$ cat src/rtl/fir_capture.sv
// Capture buffer behind a FIR filter: drop the pipeline-fill samples, store DEPTH
// samples with live peak/zero-crossing statistics, then stream them out oldest first.
module fir_capture #(
  parameter int L     = 12,
  parameter int DEPTH = 64,
  parameter int SKIP  = 8
) (
  input  logic         clk,
  input  logic         rst,
  input  logic         start,
  input  logic [L-1:0] y,
  input  logic         rd_ready,
  output logic         rd_valid,
  output logic [L-1:0] rd_data,
  output logic         rd_last,
  output logic         busy,
  output logic         done,
  output logic [L-1:0] peak_max,
  output logic [L-1:0] peak_min,
  output logic [7:0]   zc_count,
  output logic [2:0]   state_dbg
);

  localparam int AW = $clog2(DEPTH);
  localparam logic [AW-1:0] PTR_LAST  = AW'(DEPTH - 1);
  localparam logic [7:0]    SKIP_LAST = 8'((SKIP == 0) ? 0 : SKIP - 1);

  typedef enum logic [2:0] {
    IDLE    = 3'd0,
    SETTLE  = 3'd1,
    CAPTURE = 3'd2,
    READ    = 3'd3,
    DONE    = 3'd4
  } state_t;

  state_t         state;
  state_t         state_n;
  logic [AW-1:0]  wr_ptr;
  logic [AW-1:0]  rd_ptr;
  logic [7:0]     skip_cnt;
  logic           prev_msb;
  logic           rd_fire;
  logic [L-1:0]   mem [DEPTH];

  // Read port handshake: a word transfers on any rising edge where rd_valid and
  // rd_ready are both high; while rd_valid is high and rd_ready low, rd_data and
  // rd_last hold their values until the transfer happens.
  assign rd_fire = rd_valid && rd_ready;

  always_ff @(posedge clk) begin
    if (rst) begin
      state <= IDLE;
    end else begin
      state <= state_n;
    end
  end

  always_comb begin
    state_n = state;
    case (state)
      IDLE, DONE: begin
        if (start) begin
          state_n = (SKIP == 0) ? CAPTURE : SETTLE;
        end
      end
      SETTLE: begin
        if (skip_cnt == SKIP_LAST) begin
          state_n = CAPTURE;
        end
      end
      CAPTURE: begin
        if (wr_ptr == PTR_LAST) begin
          state_n = READ;
        end
      end
      READ: begin
        if (rd_fire && (rd_ptr == PTR_LAST)) begin
          state_n = DONE;
        end
      end
      default: state_n = IDLE;
    endcase
  end

  always_comb begin
    rd_valid  = (state == READ);
    rd_data   = rd_valid ? mem[rd_ptr] : '0;
    rd_last   = rd_valid && (rd_ptr == PTR_LAST);
    busy      = (state == SETTLE) || (state == CAPTURE) || (state == READ);
    done      = (state == DONE);
    state_dbg = state;
  end

  // Buffer storage is deliberately left out of reset.
  always_ff @(posedge clk) begin
    if (!rst && (state == CAPTURE)) begin
      mem[wr_ptr] <= y;
    end
  end

  always_ff @(posedge clk) begin
    if (rst) begin
      skip_cnt <= '0;
      wr_ptr   <= '0;
      rd_ptr   <= '0;
      peak_max <= '0;
      peak_min <= '0;
      zc_count <= '0;
      prev_msb <= 1'b0;
    end else begin
      case (state)
        IDLE, DONE: begin
          if (start) begin
            skip_cnt <= '0;
            wr_ptr   <= '0;
            rd_ptr   <= '0;
          end
        end
        SETTLE: begin
          skip_cnt <= skip_cnt + 8'd1;
        end
        CAPTURE: begin
          wr_ptr   <= wr_ptr + AW'(1);
          prev_msb <= y[L-1];
          if (wr_ptr == '0) begin
            peak_max <= y;
            peak_min <= y;
            zc_count <= '0;
          end else begin
            if ($signed(y) > $signed(peak_max)) begin
              peak_max <= y;
            end
            if ($signed(y) < $signed(peak_min)) begin
              peak_min <= y;
            end
            // A sign-bit change between consecutive captured samples is one crossing.
            if ((y[L-1] != prev_msb) && (zc_count != 8'hFF)) begin
              zc_count <= zc_count + 8'd1;
            end
          end
        end
        READ: begin
          if (rd_fire) begin
            rd_ptr <= rd_ptr + AW'(1);
          end
        end
        default: ;
      endcase
    end
  end

endmodule

$ cat config.mk
export PLATFORM = sky130hd
export DESIGN_NAME = fir_capture
export DESIGN_NICKNAME = d
export VERILOG_FILES = /design/src/rtl/fir_capture.sv
export SDC_FILE = /design/constraint.sdc
export NUM_CORES = 1
export LEC_CHECK = 0
export CORE_ASPECT_RATIO = 1.5
export CORE_MARGIN = 2
export CORE_UTILIZATION = 50
export DETAILED_ROUTE_END_ITERATION = 7
export GPL_TIMING_DRIVEN = 0
export HOLD_SLACK_MARGIN = 0.1
export PLACE_DENSITY = 0.66
export SYNTH_ARGS = -nofsm -noshare
export SYNTH_HDL_FRONTEND = slang
export SYNTH_SLANG_ARGS = --single-unit
$ cat constraint.sdc
create_clock -name clk -period 3 [get_ports clk]
set_input_delay 0.6 -clock clk [delete_from_list [all_inputs] [get_ports clk]]
set_output_delay 0.6 -clock clk [all_outputs]
set_load 0.1 [all_outputs]
* Yosys cells after proc, flatten, opt, wreduce, memory -nomap -nowiden
Memory sizes are Yosys's and may differ from the RTL's. A register that Yosys moved wholly into a read port is not among the register bits. Cells that the tools add are included.
Storage, ports and cells: register bits after elaboration 56, bits of input ports 16, output and inout bits 51, RAM bits 768, word-level logic and storage cells 75, memories 1
Memory list:
- mem | depth 64, width 12, read ports 1, clocked after Yosys merged registers in 1, write ports 1, line 43 | logic [L-1:0] mem [DEPTH];
Cells by class: add/subtract/negate cells 4, mux-type cells 22, reductions and logical operators 24, $lt $le $gt $ge 2, equal/unequal tests 14
Operators with widths (count):
- $mux 12 | 5
- $mux 6 | 4
- $mux 8 | 3
- $pmux 6 s2 | 2
- $add 8x1->8 const B | 2
- $pmux 8 s2 | 1
- $add 6x1->6 const B | 2
- $eq 6x6->1 const B | 2
- $gt 12x12->1 | 1
- $lt 12x12->1 | 1
- $mux 3 | 4
- $pmux 3 s4 | 1
- $reduce_bool 2->1 | 6
- $reduce_and 2->1 | 5
- $eq 8x3->1 const B | 1
- $ne 8x8->1 const B | 1
- $eq 3x2->1 const B | 2
- $logic_not 6->1 | 1
- $ne 2x2->1 const B | 3
- $logic_and 1x1->1 | 5
- $ne 2x1->1 const B | 2
- $reduce_and 4->1 | 1
- $eq 3x1->1 const B | 1
- $eq 3x3->1 const B | 1
- 7 further kinds | 9

* Logic depth before layout (Yosys ltp)
Gate-level depths: netlist of run 1.
word-level depth 6, mapped depth 9, mapped depth without buffers 8

* Worst setup path after synthesis of run 1
No wires, ideal clock.
path kind register to output, from register state[1] (netlist: state_dbg[1]), to output port rd_data[4], path slack -2283 ps, cell stages (with the launch flop) 7, data required time 2400 ps, arrival time 4683 ps, buffers on the path 2, cell sequence dfxtp_1 -> buf_2 -> nand3b_1 -> inv_1 -> nand2_1 -> clkbuf_1 -> o21ai_0
Between the ends: longest elaborated chain between the ends 2
Ends and longest elaborated chain:
- start, declared | line 36 | state_t state;
- start signal, assigned | line 54 | state <= state_n;
- $eq 3x2->1 | line 86 | rd_valid = (state == READ);
- via rd_valid | line 13 | output logic rd_valid,
- $mux 12 | line 87 | rd_data = rd_valid ? mem[rd_ptr] : '0;
- end, declared | line 14 | output logic [L-1:0] rd_data,
The timed path passes the listed nets, and every way through them passes these cells.

==> run metrics, run 1 <==
post-synthesis async set-or-reset flop share 0; DIE AREA 67730 um^2; DP Cell Count 2601; H-Tree Level Count 3; Crit path largest cell delay 560 ps; antenna violations before repair 0; Hold Path Class input pin to flop; # port buffers 65; Die Ht 317.7 um; diodes inserted 0; compound-cell area share of the yosys netlist 0.02280; Total Wirelength 91540 um; WL per Instance 32.48 um; Max Slew Vio Count 0; Fin. Hold Viols 0; final instance area 40110 um^2; Final Setup Violations 12; vias in the first global route 18038; die width 213.2 um; mux cell area share after synthesis 0.1668; Critical Path AT 3250 ps; IO Pins 67; fmax 259.6 MHz; ys flop type edfxtp_1; crit-path max FO 10; max-capacitance violation count 0; syn_area_per_cell 19.98 um^2; Critical Path End Type output port; share of cells above drive strength 1 0.3514; Post-Syn Area 32810 um^2; Slew @ Worst Pin 1050 ps; largest family of logic cells by synthesized area multiplexers; TritonCTS Buffers 74; Synthesis Warnings 0; hold_buf cts 0; pin count of the biggest net entering global routing 70; # clock sinks 830; Yosys reg bits 830; Tmin final 3853 ps; Worst Skew 13.90 ps; Seq/Total Area, Yosys 0.7407; antenna viol nets, final 0; Hold Path Stages 1; # rows 115; Layout area overhead 22.23%; pre-CTS setup slack -1923 ps; TritonCTS clock tree yes; routability cong. 0.8878; clk_lat worst skew 620 ps; Synth Net Count 1686; status finished, violations left; met3 routed WL 7410 um; Cell Area, Placed 34980 um^2; DRC 0; Top cell by count, worst path buf_8; hold_ws 374.8 ps; metal2 WL 47400 um; Yosys cell types 53; pwr dens 568.8 nW/um^2; simple-gate share of the synthesized area 0.04054; setup ws final -852.5 ps; total grt overflow 0; placeable core area 65330 um^2; worst-case reg-to-reg path depth 7; VDD IR-drop max 0.4479 mV; crit share post-route 1.284; root buffer cell clkbuf_16; failing checks setup timing; DR top layer met4; WL met1 30940 um; drt via density 6.310; nets 1926; DP HPWL 58400 um; crit path kind flop to output port; # fillers 4577; DRC violation total after the first TritonRoute iteration 1863; WP data required 2400 ps; 1st-pass router iterations 7; clock tree buffer depth 3; EDFF count, synth 768; relative slew slack 0.2982; cell chain of the critical path buf_6 -> buf_8 -> buf_8 -> mux4_2 -> mux2i_4 -> a21oi_1 -> a32oi_2 -> o21ai_4 -> buf_12; CP max-delay cell mux4_2; total number of vias 17781; Post-Synth XOR/XNOR Area 0.003203; Worst-path clk slew 60 ps; GRT Total Usage 0.2721; Synth Area in Adders 0.01068; fin cells 2818; first-pass GRT wire length 128000 um; Worst setup SP type flop; initial core utilization 0.5023; Post-Synthesis Cells 1642; Leakage 12.30 nW; unrepaired setup endpoints after global routing true
[flip-flops by register name (all words and copies together), names as in the netlist, named ones only]
| register | cells |
|---|---|
| rd_ptr | 6 |
| wr_ptr | 6 |
| zc_count | 8 |
| prev_msb | 1 |
| state_dbg | 3 |
| peak_max | 12 |
| mem | 768 |
| skip_cnt | 8 |
| peak_min | 12 |
[report_power, final]
group / leakage (nW) / internal (mW) / switching [mW]
sequential: 7.40 / 12.6 / 0.00411
combinational: 3.68 / 0.0796 / 0.286
clock: 1.22 / 5.62 / 4.21
[layout by cell type, fill, tap and decap left out, types with 26 or more instances in the layout]
cell,count
a21oi_1,29
buf_12,66
buf_4,51
clkbuf_1,26
clkbuf_16,82
clkdlybuf4s50_1,37
dfxtp_1,56
edfxtp_1,768
ha_1,28
inv_1,26
mux2i_1,34
mux4_2,216
nand2_1,27
nand2b_1,41
nor2_1,50
nor2_4,64
[critical path: cells and delay by family, from the launching register on]
kind                   cells  cell delay [ps]
AO/OA/AOI/OAI              3              680
flip-flops                 1              330
multiplexers               2              820
buffers and inverters      4              800
[timing repair]
action	4_1_cts	5_1_grt
buffers inserted	47	37
cloned	2	0
resized for setup	433	62
pin swaps	35	28
setup endpoints to repair	784	502
[metal layers]
| metal | global-route usage | vias to the layer above |
|---|---|---|
| li1 | - | 7219 |
| met1 | 0.3229 | 9344 |
| met2 | 0.4695 | 986 |
| met3 | 0.05165 | 232 |
| met4 | 0.1420 | 0 |
| met5 | 0 | - |
[cell type report]
type,instances,area [um^2],area share
inverters,27,105.1,0.002621
clock inverters,38,359.1,0.008954
repair buffers,168,2177,0.05428
clock buffers,97,2158,0.05382
well taps,877,1097,0.02736
multi-input cells,704,9065,0.2260
flip-flops and latches,830,24320,0.6064
plain buffers,77,825.8,0.02059
[stage by stage]
stage               power (mW)  setup TNS [ps]  utilization
global placement         13.22         -800090       0.5318
CTS                      22.90          -13490       0.6017
finish                   22.81           -9429       0.6139
floorplan                12.97          -864.8            -
global route             23.34           -9936       0.6139
detailed placement       13.24         -396550       0.5355
[synth_stat cells, drive strengths merged (3+ instances only)]
cell type | count | area share
mux2 | 5 | 0.0017
o21ai | 19 | 0.0029
xor2 | 10 | 0.0027
nand4 | 13 | 0.0025
nand2b | 41 | 0.0078
nand2 | 34 | 0.0039
mux2i | 55 | 0.017
ha | 28 | 0.011
o221ai | 7 | 0.0019
buf | 47 | 0.0084
nor2b | 8 | 0.0015
and2 | 4 | 0.00076
and3 | 4 | 0.00076
dfxtp | 62 | 0.038
mux4 | 216 | 0.15
edfxtp | 768 | 0.70
o211ai | 3 | 0.00069
nand3b | 6 | 0.0014
or3 | 5 | 0.00095
a211oi | 6 | 0.0014
nor3b | 3 | 0.00069
nor3 | 10 | 0.0015
or3b | 3 | 0.00088
nand3 | 17 | 0.0026
o22ai | 6 | 0.0011
clkbuf | 34 | 0.0039
a21oi | 33 | 0.0054
inv | 27 | 0.0031
nor2 | 120 | 0.014
a22oi | 28 | 0.0064
[final timing paths]
path	start	end	slack, ps
hold reg to reg	prev_msb	prev_msb	490
setup reg to reg	state_dbg[1]	mem[23][8]	80
setup / recovery	flop	rd_data[0]	-850
hold / removal	y[0]	mem[54][0]	370
[cell families (layout without fill, tap and decap cells)]
group | Yosys count | in the layout
xor gates and xnor gates | 12 | 12
adders and majority gates | 28 | 28
and+or+nand+nor | 274 | 274
muxes | 276 | 276
AOI/OAI and AO/OA | 114 | 114
buffers and inverters | 108 | 407
DFF | 830 | 830
No activity file was read; power rests on OpenSTA's default activity.
==> run 2: changes to the inputs <==
--- a/config.mk
+++ b/config.mk
@@ -6,8 +6,9 @@
 export NUM_CORES = 1
 export LEC_CHECK = 0
 export CORE_ASPECT_RATIO = 1.5
-export CORE_MARGIN = 2
+export CORE_MARGIN = 5
 export CORE_UTILIZATION = 50
+export CTS_BUF_LIST = sky130_fd_sc_hd__clkbuf_2 sky130_fd_sc_hd__clkbuf_4 sky130_fd_sc_hd__clkbuf_8
 export DETAILED_ROUTE_END_ITERATION = 7
 export GPL_TIMING_DRIVEN = 0
 export HOLD_SLACK_MARGIN = 0.1
==> run metrics, run 2 (same netlist as run 1, synthesis figures left out) <==
root buffer cell clkbuf_8 (was clkbuf_16); first-pass GRT wire length 129100 um (was 128000 um); Leakage 12.10 nW (was 12.30 nW); Tmin final 3942 ps (was 3853 ps); Final Setup Violations 12 (unchanged); pwr dens 540.6 nW/um^2 (was 568.8 nW/um^2); setup ws final -942.0 ps (was -852.5 ps); Top reg by flops mem (unchanged); Critical Path End Type output port (unchanged); # clock sinks 830 (unchanged); clk_lat worst skew 740 ps (was 620 ps); most frequent cells in the layout 768 x edfxtp_1, 216 x mux4_2, 124 x clkbuf_8 (was 768 x edfxtp_1, 216 x mux4_2, 82 x clkbuf_16); total grt overflow 0 (unchanged); Worst path depth 8 (was 9); total number of vias 17668 (was 17781); drt via density 6.139 (was 6.310); worst setup path endpoint rd_data[11] (was rd_data[0]); DP HPWL 58790 um (was 58400 um); pin count of the biggest net entering global routing 70 (unchanged); Max Slew Vio Count 0 (unchanged); total power draw 21.29 mW (was 22.81 mW); FF/Latch Area 24320 um^2 (about the same); unrepaired setup endpoints after global routing true (unchanged); CP max-delay cell mux4_2 (unchanged); max reg flops 768 (unchanged); reg2reg end mem[22][10] (was mem[23][8]); antenna violations before repair 1 (was 0); fmax 253.7 MHz (was 259.6 MHz); fin cells 2878 (was 2818); Worst Skew 37.02 ps (was 13.90 ps); placeable core area 65330 um^2 (unchanged); crit share post-route 1.314 (was 1.284); WL per Instance 31.60 um (was 32.48 um); setup TNS -10450 ps (was -9429 ps); Fin. Hold Viols 0 (unchanged); worst path bufs/invs 4 (unchanged); Die Ht 323.7 um (was 317.7 um); failing checks setup timing (unchanged); clock tree buffer depth 3 (unchanged); crit path kind flop to output port (unchanged); multi-input logic area 8954 um^2 (was 9065 um^2); Worst-path clk slew 60 ps (about the same); flop2flop setup slack 100 ps (was 80 ps); nets 1953 (was 1926); DP Cell Count 2605 (was 2601); top flop regs mem: 768 flops, peak_max: 12 flops, peak_min: 12 flops (unchanged); vias in the first global route 18514 (was 18038); GRT Total Usage 0.2588 (was 0.2721); hold_buf cts 0 (unchanged); status finished, violations left (unchanged); # port buffers 65 (unchanged); Total Wirelength 90940 um (was 91540 um); Layout area overhead 20.06% (was 22.23%); DRC violation total after the first TritonRoute iteration 1898 (was 1863); antenna viol nets, final 0 (unchanged); die width 219.2 um (was 213.2 um); max-capacitance violation count 0 (unchanged); 1st-pass router iterations 5 (was 7); crit-path max FO 9 (was 10); worst-case reg-to-reg path depth 9 (was 7); TritonCTS Buffers 112 (was 74); initial core utilization 0.5023 (unchanged); Slew @ Worst Pin 1148 ps (was 1050 ps); Crit path largest cell delay 550 ps (was 560 ps); share of cells above drive strength 1 0.3575 (was 0.3514); TritonCTS clock tree yes (unchanged); VDD IR-drop max 0.4884 mV (was 0.4479 mV); Critical Path AT 3340 ps (was 3250 ps); cell family with most CP delay multiplexers (unchanged); # rows 115 (unchanged); H-Tree Level Count 3 (unchanged); WP data required 2400 ps (about the same); DIE AREA 70950 um^2 (was 67730 um^2); routability cong. 0.9073 (was 0.8878); DRC 0 (unchanged); # fillers 4720 (was 4577); RR Startpoint state_dbg[1] (unchanged); cell chain of the critical path buf_6 -> buf_12 -> buf_16 -> mux4_2 -> mux4_2 -> a22oi_2 -> o21ai_4 -> buf_12 (was buf_6 -> buf_8 -> buf_8 -> mux4_2 -> mux2i_4 -> a21oi_1 -> a32oi_2 -> o21ai_4 -> buf_12); IO Pins 67 (unchanged); relative slew slack 0.2285 (was 0.2982); Worst setup SP type flop (unchanged); Hold Path Class input pin to flop (unchanged); commonest non-fill, non-tap cell in the layout edfxtp_1 (unchanged)
## run 2: power by group
part           internal [mW]  switching, mW
logic                 0.0799          0.289
registers               12.6        0.00420
clock network           4.19           4.11
## run 2: final cells by class
cell class,count,area share
clock inverter,53,0.006511
timing repair buffer,156,0.05012
inverter,27,0.002668
tap,877,0.02786
clock buffer,152,0.04834
antenna,1,0.00006352
multi-input combinational,704,0.2273
buffer,78,0.01985
sequential,830,0.6173
## run 2: worst min path at each step
stage,startpoint,endpoint,depth (start not counted)
6_report,y[0],mem[50][0],1
5_1_grt,y[0],mem[51][0],1
4_1_cts,y[0],mem[50][0],1
3_5_place_dp,peak_max[1],peak_max[1],2
3_3_place_gp,prev_msb,prev_msb,2
2_1_floorplan,prev_msb,prev_msb,2
## run 2: through the flow
| step | setup slack, ps | utilization | hold WS (ps) | cell area [um^2] |
|---|---|---|---|---|
| floorplan | -100.8 | - | 449.6 | 32990 |
| global placement | -2493 | 0.5318 | 462.0 | 34740 |
| detailed placement | -2001 | 0.5364 | 482.8 | 35040 |
| CTS | -958.4 | 0.5982 | 216.5 | 39080 |
| global route | -961.3 | 0.6030 | 233.1 | 39390 |
| finish | -942.0 | 0.6030 | 265.2 | 39390 |
## run 2: per-layer routing
metal  routed length [um]  share of wire  track usage  vias up
met2                47560           0.52       0.4477      980
met1                30220           0.33       0.3049     9185
met3                 7339          0.081      0.05023      222
met5                    0              0            0        -
met4                 5812          0.064       0.1448        0
li1                     -              -            -     7281
## run 2: worst register-to-register path, stage by stage (launching register included)
cell	delay (ps)
dfxtp_4	350
buf_6	120
nand2b_1	100
or2_2	310
clkbuf_1	320
nor3_4	280
buf_4	160
nand3_4	320
nor2_4	430
buf_6	220
## run 2: timing repair
item	in CTS	in global routing
pin swaps	42	17
resized for setup	435	25
setup endpoints to repair	760	492
buffers inserted	52	16
cloned	2	0
==> run 3: changes to the inputs <==
--- a/config.mk
+++ b/config.mk
@@ -12,6 +12,7 @@
 export DETAILED_ROUTE_END_ITERATION = 7
 export GPL_TIMING_DRIVEN = 0
 export HOLD_SLACK_MARGIN = 0.1
+export MAX_ROUTING_LAYER = met4
 export PLACE_DENSITY = 0.66
 export SYNTH_ARGS = -nofsm -noshare
 export SYNTH_HDL_FRONTEND = slang
==> run metrics, run 3 (same netlist as run 1, synthesis figures left out) <==
IO Pins 67 (unchanged); die width 219.2 um (unchanged); top flop regs mem: 768 flops, peak_max: 12 flops, peak_min: 12 flops (unchanged); commonest non-fill, non-tap cell in the layout edfxtp_1 (unchanged); status finished, violations left (unchanged); share of cells above drive strength 1 0.3581 (was 0.3575); Worst setup SP type flop (unchanged); hold_buf cts 0 (unchanged); DRC violation total after the first TritonRoute iteration 1958 (was 1898); max-capacitance violation count 0 (unchanged); Critical Path AT 3320 ps (was 3340 ps); WL met1 30750 um (was 30220 um); Worst path depth 9 (was 8); final instance area 39430 um^2 (was 39390 um^2); H-Tree Level Count 3 (unchanged); failing checks setup timing (unchanged); met3 routed WL 6918 um (was 7339 um); cell family with most CP delay multiplexers (unchanged); Critical Path End Type output port (unchanged); relative slew slack 0.2274 (was 0.2285); Crit path largest cell delay 540 ps (was 550 ps); Leakage 12.11 nW (was 12.10 nW); Top reg by flops mem (unchanged); vias in the first global route 18480 (was 18514); Switching Fraction 0.2065 (was 0.2068); reg2reg end mem[22][10] (unchanged); DRC 0 (unchanged); P_sw 4.394 mW (was 4.405 mW); root buffer cell clkbuf_8 (unchanged); pin count of the biggest net entering global routing 70 (unchanged); TritonCTS clock tree yes (unchanged); antenna viol nets, final 0 (unchanged); Layout area overhead 20.18% (was 20.06%); worst setup path endpoint rd_data[11] (unchanged); worst path bufs/invs 5 (was 4); clock tree buffer depth 3 (unchanged); Cell Area, Placed 35040 um^2 (unchanged); pwr dens 539.8 nW/um^2 (was 540.6 nW/um^2); Int Pwr 16.89 mW (unchanged); crit share post-route 1.308 (was 1.314); CP max-delay cell mux4_2 (unchanged); crit-path max FO 5 (was 9); Slew @ Worst Pin 1150 ps (was 1148 ps); clock group share of total power 0.390 (about the same); Fin. Hold Viols 0 (unchanged); drt via density 6.179 (was 6.139); # clock sinks 830 (unchanged); 1st-pass router iterations 5 (unchanged); DIE AREA 70950 um^2 (unchanged); Worst-path clk slew 70 ps (was 60 ps); unrepaired setup endpoints after global routing true (unchanged); nets 1955 (was 1953); WL per Instance 31.57 um (was 31.60 um); crit path kind flop to output port (unchanged); DR top layer met4 (unchanged); routability cong. 0.9231 (was 0.9073); initial core utilization 0.5023 (unchanged); cell chain of the critical path buf_6 -> buf_16 -> buf_16 -> buf_12 -> mux4_2 -> mux4_2 -> a22oi_2 -> o21ai_4 -> buf_12 (was buf_6 -> buf_12 -> buf_16 -> mux4_2 -> mux4_2 -> a22oi_2 -> o21ai_4 -> buf_12); fmax 254.8 MHz (was 253.7 MHz); DP Cell Count 2605 (unchanged); DP HPWL 58790 um (unchanged); GRT Total Usage 0.2669 (was 0.2588); flop2flop setup slack 90 ps (was 100 ps); Final Setup Violations 12 (unchanged); first-pass GRT wire length 129400 um (was 129100 um); # rows 115 (unchanged); TritonCTS Buffers 112 (unchanged); most frequent cells in the layout 768 x edfxtp_1, 216 x mux4_2, 124 x clkbuf_8 (unchanged); Hold Path Class input pin to flop (unchanged); total grt overflow 0 (unchanged); # port buffers 65 (unchanged); worst-case reg-to-reg path depth 9 (unchanged); antenna violations before repair 1 (unchanged); max reg flops 768 (unchanged); clk_lat worst skew 730 ps (was 740 ps); fin cells 2880 (was 2878); metal2 WL 47720 um (was 47560 um); Comb power frac 0.017 (about the same); placeable core area 65330 um^2 (unchanged); Total Wirelength 90920 um (was 90940 um); Reg power frac 0.593 (about the same); WP data required 2400 ps (about the same); Hold Startpoint y[0] (unchanged); Die Ht 323.7 um (unchanged); RR Startpoint state_dbg[1] (unchanged); # fillers 4714 (was 4720); Max Slew Vio Count 0 (unchanged); Tmin final 3925 ps (was 3942 ps); total number of vias 17795 (was 17668); setup ws final -924.9 ps (was -942.0 ps); VDD IR-drop max 0.4896 mV (was 0.4884 mV); Worst Skew 28.81 ps (was 37.02 ps)
[run 3: changes by cell type in the layout (fill, tap and decap cells not counted), sizes merged]
cell  previous run  this run
buf            163       165
[run 3: how the worst min path moves through the flow]
stage / end / cells after the start
after floorplan: prev_msb / 2
after global placement: prev_msb / 2
after detailed placement: peak_max[1] / 2
after CTS: mem[50][0] / 1
after global routing: mem[51][0] / 1
final: mem[50][0] / 1
[run 3: power groups by stage]
stage,Combinational [mW],Sequential [mW],Clock [mW]
after floorplan,0.0851,12.9,0
after global placement,0.319,12.9,0
after detailed placement,0.365,12.9,0
after CTS,0.364,12.6,8.38
after global routing,0.390,12.6,8.94
final,0.367,12.6,8.29
[run 3: final cells by class]
| cell class | count | area, um^2 | share of cell area |
|---|---|---|---|
| clock inverters | 53 | 256.5 | 0.006505 |
| repair buffers | 158 | 2014 | 0.05109 |
| inverters | 27 | 105.1 | 0.002665 |
| multi-input cells | 704 | 8956 | 0.2271 |
| plain buffers | 78 | 778.2 | 0.01974 |
| diodes | 1 | 2.502 | 0.00006346 |
| clock buffers | 152 | 1904 | 0.04829 |
| well taps | 877 | 1097 | 0.02783 |
| flip-flops and latches | 830 | 24320 | 0.6167 |
[run 3: worst reg2reg max path: cells and delay by family, from the launching register on]
family                 cells  cell delay (ps)
DFF                        1              350
and+or+nand+nor            5             1440
buffers and inverters      4              820
[run 3: timing repair]
| action | in CTS | in global routing |
|---|---|---|
| buffers inserted | 52 | 18 |
| gates cloned | 2 | 0 |
| pin swaps | 42 | 19 |
| resized for setup | 435 | 24 |
| endpoints found under the setup margin | 760 | 498 |
[run 3: metal layers]
| metal | global-route usage | vias up |
|---|---|---|
| li1 | - | 7287 |
| met1 | 0.3107 | 9308 |
| met2 | 0.4512 | 962 |
| met3 | 0.04257 | 238 |
| met4 | 0.1375 | 0 |
| met5 | - | - |
[run 3: through the flow]
stage	TNS (ps)	util	total power, mW	setup WS (ps)	hold WS, ps
4_1_cts	-15270	0.5982	21.37	-958.4	216.5
3_5_place_dp	-425580	0.5364	13.24	-2001	482.8
5_1_grt	-10960	0.6036	21.95	-959.7	233.2
6_report	-10340	0.6036	21.28	-924.9	267.4
3_3_place_gp	-837570	0.5318	13.23	-2493	462.0
2_1_floorplan	-864.8	-	12.97	-100.8	449.6
